### src/rtl/pulse_meter.sv
// pulse_meter: receive side of the pulse/clock test harness.
// Synchronises an asynchronous pulse train to clk and measures, per pulse, the
// high time and the rising-to-rising period in clk cycles. Each completed
// measurement is offered on a valid/ready result port; a result that cannot be
// delivered because the previous one is still pending is dropped and flagged
// by the sticky overrun bit.
module pulse_meter #(
    parameter int WIDTH       = 16,
    parameter int SYNC_STAGES = 2
) (
    input  logic             clk,
    input  logic             reset,
    input  logic             signal,
    input  logic             meas_ready,
    output logic             meas_valid,
    output logic [WIDTH-1:0] high_count,
    output logic [WIDTH-1:0] period_count,
    output logic             meas_sat,
    output logic             overrun
);

    // A synchroniser shorter than two flops is not safe, so clamp it.
    localparam int NSYNC = (SYNC_STAGES < 2) ? 2 : SYNC_STAGES;

    localparam logic [WIDTH-1:0] CNT_ZERO = {WIDTH{1'b0}};
    localparam logic [WIDTH-1:0] CNT_ONE  = {{(WIDTH-1){1'b0}}, 1'b1};
    localparam logic [WIDTH-1:0] CNT_MAX  = {WIDTH{1'b1}};

    typedef enum logic [1:0] {
        ST_IDLE = 2'd0,
        ST_ARM  = 2'd1,
        ST_HIGH = 2'd2,
        ST_LOW  = 2'd3
    } state_t;

    // Synchroniser and edge-detect pipeline
    logic [NSYNC-1:0] sync_r;
    logic             s_prev_r;
    logic             rise_r;
    // primed_r[i] is set once pipeline stage i holds a sample taken after reset
    logic [NSYNC:0]   primed_r;

    // Measurement state
    state_t           state_r;
    logic [WIDTH-1:0] hcnt_r;
    logic [WIDTH-1:0] pcnt_r;
    logic             sat_r;

    logic             s_s;
    logic             level_ok_s;
    logic             publish_s;
    logic [WIDTH:0]   hinc_s;
    logic [WIDTH:0]   pinc_s;

    // Saturating increment: returns {saturated, next_value}. A counter already
    // at its maximum stays there and reports saturation instead of wrapping.
    function automatic logic [WIDTH:0] sat_inc(input logic [WIDTH-1:0] value);
        logic [WIDTH:0] result;
        if (value == CNT_MAX) begin
            result = {1'b1, CNT_MAX};
        end else begin
            result = {1'b0, value + CNT_ONE};
        end
        return result;
    endfunction

    // Decode pipeline taps, the publish condition and the counter increments.
    always_comb begin
        s_s        = sync_r[NSYNC-1];
        // s_prev_r is the level the FSM acts on; it is aligned with rise_r.
        level_ok_s = primed_r[NSYNC];
        publish_s  = (state_r == ST_LOW) && rise_r;
        hinc_s     = sat_inc(hcnt_r);
        pinc_s     = sat_inc(pcnt_r);
    end

    // Synchronise the input, register the rising edge and track pipeline fill.
    always_ff @(posedge clk or posedge reset) begin
        if (reset) begin
            sync_r   <= {NSYNC{1'b0}};
            s_prev_r <= 1'b0;
            rise_r   <= 1'b0;
            primed_r <= {(NSYNC + 1){1'b0}};
        end else begin
            sync_r   <= {sync_r[NSYNC-2:0], signal};
            s_prev_r <= s_s;
            rise_r   <= s_s & ~s_prev_r;
            primed_r <= {primed_r[NSYNC-1:0], 1'b1};
        end
    end

    // Measurement FSM: arm on a genuine low level, then count high time and
    // period between consecutive rising edges.
    always_ff @(posedge clk or posedge reset) begin
        if (reset) begin
            state_r <= ST_IDLE;
            hcnt_r  <= CNT_ZERO;
            pcnt_r  <= CNT_ZERO;
            sat_r   <= 1'b0;
        end else begin
            case (state_r)
                ST_IDLE: begin
                    // Zeros left in the pipeline by reset do not count as low.
                    if (level_ok_s && !s_prev_r) begin
                        state_r <= ST_ARM;
                    end else begin
                        state_r <= ST_IDLE;
                    end
                end
                ST_ARM: begin
                    if (rise_r) begin
                        state_r <= ST_HIGH;
                        hcnt_r  <= CNT_ONE;
                        pcnt_r  <= CNT_ONE;
                        sat_r   <= 1'b0;
                    end else begin
                        state_r <= ST_ARM;
                    end
                end
                ST_HIGH: begin
                    if (s_prev_r) begin
                        hcnt_r <= hinc_s[WIDTH-1:0];
                        pcnt_r <= pinc_s[WIDTH-1:0];
                        sat_r  <= sat_r | hinc_s[WIDTH] | pinc_s[WIDTH];
                    end else begin
                        state_r <= ST_LOW;
                        pcnt_r  <= pinc_s[WIDTH-1:0];
                        sat_r   <= sat_r | pinc_s[WIDTH];
                    end
                end
                ST_LOW: begin
                    if (rise_r) begin
                        // This edge closes the current pulse and opens the next.
                        state_r <= ST_HIGH;
                        hcnt_r  <= CNT_ONE;
                        pcnt_r  <= CNT_ONE;
                        sat_r   <= 1'b0;
                    end else begin
                        pcnt_r <= pinc_s[WIDTH-1:0];
                        sat_r  <= sat_r | pinc_s[WIDTH];
                    end
                end
                default: begin
                    state_r <= ST_IDLE;
                    hcnt_r  <= CNT_ZERO;
                    pcnt_r  <= CNT_ZERO;
                    sat_r   <= 1'b0;
                end
            endcase
        end
    end

    // Result port: load on publish when the slot is free or being emptied,
    // otherwise drop the new result and flag overrun.
    always_ff @(posedge clk or posedge reset) begin
        if (reset) begin
            meas_valid   <= 1'b0;
            high_count   <= CNT_ZERO;
            period_count <= CNT_ZERO;
            meas_sat     <= 1'b0;
            overrun      <= 1'b0;
        end else if (publish_s) begin
            if (!meas_valid || meas_ready) begin
                meas_valid   <= 1'b1;
                high_count   <= hcnt_r;
                period_count <= pcnt_r;
                meas_sat     <= sat_r;
            end else begin
                overrun <= 1'b1;
            end
        end else if (meas_valid && meas_ready) begin
            meas_valid <= 1'b0;
        end else begin
            meas_valid <= meas_valid;
        end
    end

endmodule
### config.mk
export PLATFORM = sky130hd
export DESIGN_NAME = pulse_meter
export DESIGN_NICKNAME = d
export VERILOG_FILES = /design/src/rtl/pulse_meter.sv
export SDC_FILE = /design/constraint.sdc
export NUM_CORES = 1
export LEC_CHECK = 0
export ABC_CLOCK_PERIOD_IN_PS = 5240
export BUFFER_PORTS_ARGS = -buffer_cell sky130_fd_sc_hd__buf_2
export CAP_MARGIN = 25
export CORE_UTILIZATION = 45
export CTS_CLUSTER_DIAMETER = 50
export DETAILED_ROUTE_END_ITERATION = 10
export PLACE_DENSITY = 0.69
export REMOVE_ABC_BUFFERS = 1
export SLEW_MARGIN = 20
export SYNTH_ARGS = -nofsm -noshare
export SYNTH_HDL_FRONTEND = slang
export SYNTH_SLANG_ARGS = --single-unit
### constraint.sdc
create_clock -name clk -period 5.24 [get_ports clk]
set_clock_uncertainty 0.15 [all_clocks]
set_input_delay 0.786 -clock clk [delete_from_list [all_inputs] [get_ports clk]]
set_output_delay 0.786 -clock clk [all_outputs]
set_load 0.005 [all_outputs]
**Word-level counts from Yosys, hierarchy flattened**

Index checks and enable logic that the tools add are counted.

- Flip-flop bits (word level): 77
- Logic and storage cells: 68
- Output and inout port bits: 35

- Bitwise logic cells: 6
- Add/subtract/negate cells: 2
- Equal/unequal tests: 11
- Muxes and demuxes: 19
- Reduce and logical (&&, ||, !) cells: 17

Operators by type and width:

| kind | number |
|---|---|
| two-way mux 16 bit | 3 |
| one-hot mux 16 bit (3 select lines) | 1 |
| two-way mux 17 bit | 2 |
| adder 16 x 1 -> 16 bit, second input constant | 2 |
| equality test 16 bit, second input constant | 2 |
| one-hot mux 16 bit (2 select lines) | 1 |
| AND reduction 2 bit | 5 |
| inequality test 2 bit, second input constant | 4 |
| one-hot mux 2 bit (4 select lines) | 1 |
| two-way mux 1 bit | 7 |
| two-way mux 2 bit | 3 |
| equality test 2 bit, second input constant | 2 |
| inequality test 2 x 1 -> 1 bit, second input constant | 2 |
| nonzero test 2 bit | 2 |
| logical AND 1 bit | 3 |
| OR 1 bit | 3 |
| one-hot mux 1 bit (3 select lines) | 1 |
| AND reduction 3 bit | 1 |
| nonzero test 3 bit | 1 |
| equality test 2 x 1 -> 1 bit, second input constant | 1 |
| logical NOT 1 bit | 2 |
| logical NOT 2 bit | 1 |
| inverter 1 bit | 2 |
| OR reduction 2 bit | 1 |
| other kinds (2) | 2 |

**Depth between registers and ports, before layout**

- Depth in word-level cells: 6
- Gate-level depth with buffers: 6

**Worst setup path before layout**

No wires, ideal clock.

- Path kind: input-to-reg
- Start point: in meas_ready
- End point: reg high_count[0]
- Stages: 4
- Arrival time: 1.675 ns
- Path buffers: 1
- Path slack: 3.290 ns
- Cell sequence: nor2b_1 nor2_1 buf_2 mux2_2

- Cells in the longest elaborated chain, start to end: 2

RTL lines:

| what | line | text |
|---|---|---|
| start, declared | 14 | `input logic meas_ready,` |
| logical OR 1 bit | 163 | `if (!meas_valid \|\| meas_ready) begin` |
| AND reduction 2 bit (no source line) | n/a |  |
| end signal, assigned | 165 | `high_count <= hcnt_r;` |
| end, declared | 16 | `output logic [WIDTH-1:0] high_count,` |

Every way passes these cells.
A chain may end at the register's enable or synchronous reset.

**Worst setup path after layout**

- Start point: reg state_r[0]
- End point: reg high_count[15]

- Cells in the longest elaborated chain, start to end: 3

RTL lines:

| what | line | text |
|---|---|---|
| start, declared | 44 | `state_t state_r;` |
| start signal, assigned | 96 | `state_r <= ST_IDLE;` |
| start signal, assigned | 105 | `state_r <= ST_ARM;` |
| start signal, assigned | 107 | `state_r <= ST_IDLE;` |
| equality test 2 bit | 72 | `publish_s = (state_r == ST_LOW) && rise_r;` |
| logical AND 1 bit | 72 |  |
| AND reduction 2 bit (no source line) | n/a |  |

Every way passes these cells.

==> metrics <==
outcome completed; global-route wire length before repair 10,600 µm; slowest cell on the critical path and2_1; DRT antenna net count 0; Initial Util 46.4%; pins over their slew limit 0; count of different cell masters after synthesis 48; global route overflow 0; Max rail drop VDD 0.167 mV; most common cell after layout, fill and taps aside dfrtp_1; most frequent cells in the layout dfrtp_1, buf_2, mux2_2; vias in the first global route 2,216; RSZ-0062 raised after global routing no; Slew HR 47.7%; CP max FO 33; met3 GRT Util 5.88%; synthesized area 3360 µm²; CTS Buf Count 9; Setup crit end kind flop; Placement Rows 31; M1 GR Usage 25.1%; gpl congestion 0.804; Post CTS Setup Buffer Count 0; post-synthesis async set-or-reset flop share 100%; design area 3810 µm²; met2 GRT Util 26.5%; DR vias/cell 5.55; total global-route track usage 18.2%; # H-tree levels 3; Post-DP Area 3640 µm²; worst skew pair latency 0.35 ns; Power Total 1.32 mW; largest net degree at the start of global routing 46; P_leak 1.81 nW; CP Launch Type flop; worst slew pin tran 0.784 ns; crit-path cells and2_1 -> nand2_1 -> nor2_2 -> buf_4 -> mux2_2; Final period util 45.3%; Iter 0 DRT Violations 142; Clock transition at path regs 0.07 ns; max cap viols 0; Layout Nets 334; die height 88.4 µm; Final Core Density 52.6%; PortBufs 38; Worst Hold Slack 0.201 ns; Required @ worst endpoint 5.32 ns; Worst Slack Setup Final 2.87 ns; Routed WL per cell 14.4 µm; DP Cell Count 416; # setup viols final 0; fmax 421 MHz; CP Class flop to flop; Final Instance Count excl. Fillers 431; CTS tree built; Critical Path Max Stage Delay 0.66 ns; Final Hold Fails 0; P per Cell Area 346 nW/µm²; # resized after CTS 0; Yosys warning count 0; area delta synth->final 13.5%; pre-CTS WS 2.83 ns; Clock Sink Count 77; I/O pins 39; Top FF cell, synth dfrtp_1; hold crit path type flop to flop; die width 88.4 µm; Core Area 7250 µm²; Ant. Diodes 0; Setup TNS Final 0 ns; Max Root-Sink Buffers 2; CTS Root Cell clkbuf_8; CTS Hold Bufs 0; register bit total from synthesis 77; final wirelength 6220 µm; Synth Instances 290; drt pass-1 iters 4; Worst Path Arrival 2.46 ns; via count 2,390; # fillers 647; Mapped Avg Cell Area 11.6 µm²; Die Area 7820 µm²; GRT busiest layer met2; Post-synth EDFFs 0; sequential area share after synthesis 57.3%; ratio of cells with drive above 1 in the final layout 28.9%; hpwl dp 4070 µm; fin crit period 2.37 ns; DRC Markers 0; initial antenna violation count 0
area by class of cell:
cell class | instances | area, µm² | area share (%)
Timing Repair Buffer | 40 | 205 | 5.38
Clock buffer | 14 | 173 | 4.53
Inverter | 5 | 18.8 | 0.492
Sequential cell | 77 | 1930 | 50.5
Tap cell | 99 | 124 | 3.25
Clock inverter | 1 | 5.00 | 0.131
Multi-Input combinational cell | 195 | 1360 | 35.7
synth_stat cells, types with 4 or more instances:
master | instances | area, µm²
inv_1 | 5 | 18.8
nand3_1 | 18 | 90.1
a31oi_1 | 5 | 31.3
nor2b_1 | 4 | 25.0
buf_2 | 5 | 25.0
nor3_1 | 8 | 40.0
o21ai_0 | 10 | 50.1
nand2_1 | 18 | 67.6
clkbuf_1 | 6 | 22.5
nand4_1 | 10 | 62.6
mux2i_1 | 4 | 40.0
a21oi_1 | 9 | 45.0
nor2_1 | 21 | 78.8
o211ai_1 | 7 | 52.6
nor4_1 | 4 | 25.0
dfrtp_1 | 77 | 1930
a311oi_1 | 4 | 35.0
mux2_2 | 35 | 394
kinds of logic (layout without fill, tap and decap cells):
logic type	after synthesis	after routing	synth area share [%]
AND/OR/NAND/NOR	105	105	16.9
flip-flops	77	77	57.3
AO/OA/AOI/OAI	47	47	9.56
multiplexers	39	39	12.9
buffers and inverters	18	60	2.23
adder cells (fa/ha/maj)	2	2	0.744
other	1	1	0.112
XOR/XNOR	1	1	0.261
routing by layer:
layer	vias up	share of wire, %
met5	-	0
met1	1180	50
met4	0	1.2
met2	56	44
met3	6	4.2
li1	1148	-
power breakdown:
part	internal [mW]	switching, mW
combinational	0.0978	0.0928
sequential	0.662	0.0631
clock	0.208	0.196
total	0.968	0.351
critical path, delay by kind of cell, from the launching register on:
family | cells | cell delay, ns
multiplexers | 1 | 0.39
buffers and inverters | 1 | 0.38
AND/OR/NAND/NOR | 3 | 0.92
flip-flops | 1 | 0.40
worst paths after layout:
| path | startpoint | endpoint | slack [ns] | depth (start not counted) |
|---|---|---|---|---|
| max | state_r[0] | high_count[15] | 2.87 | 5 |
| min | primed_r[1] | primed_r[2] | 0.20 | 0 |
| max reg2reg | state_r[0] | high_count[15] | 2.87 | 5 |
| min reg2reg | primed_r[1] | primed_r[2] | 0.20 | 0 |
| max in group asynchronous | reset | period_count[4] | 3.55 | 3 |
| min in group asynchronous | reset | high_count[5] | 0.38 | 2 |
flip-flops by register name, summed over array words and instances (netlist names):
name	count
sat_r	1
meas_valid	1
pcnt_r	16
sync_r	2
hcnt_r	16
s_prev_r	1
state_r	2
rise_r	1
overrun	1
high_count	16
meas_sat	1
primed_r	3
period_count	16
(Power assumes the default switching activity.)
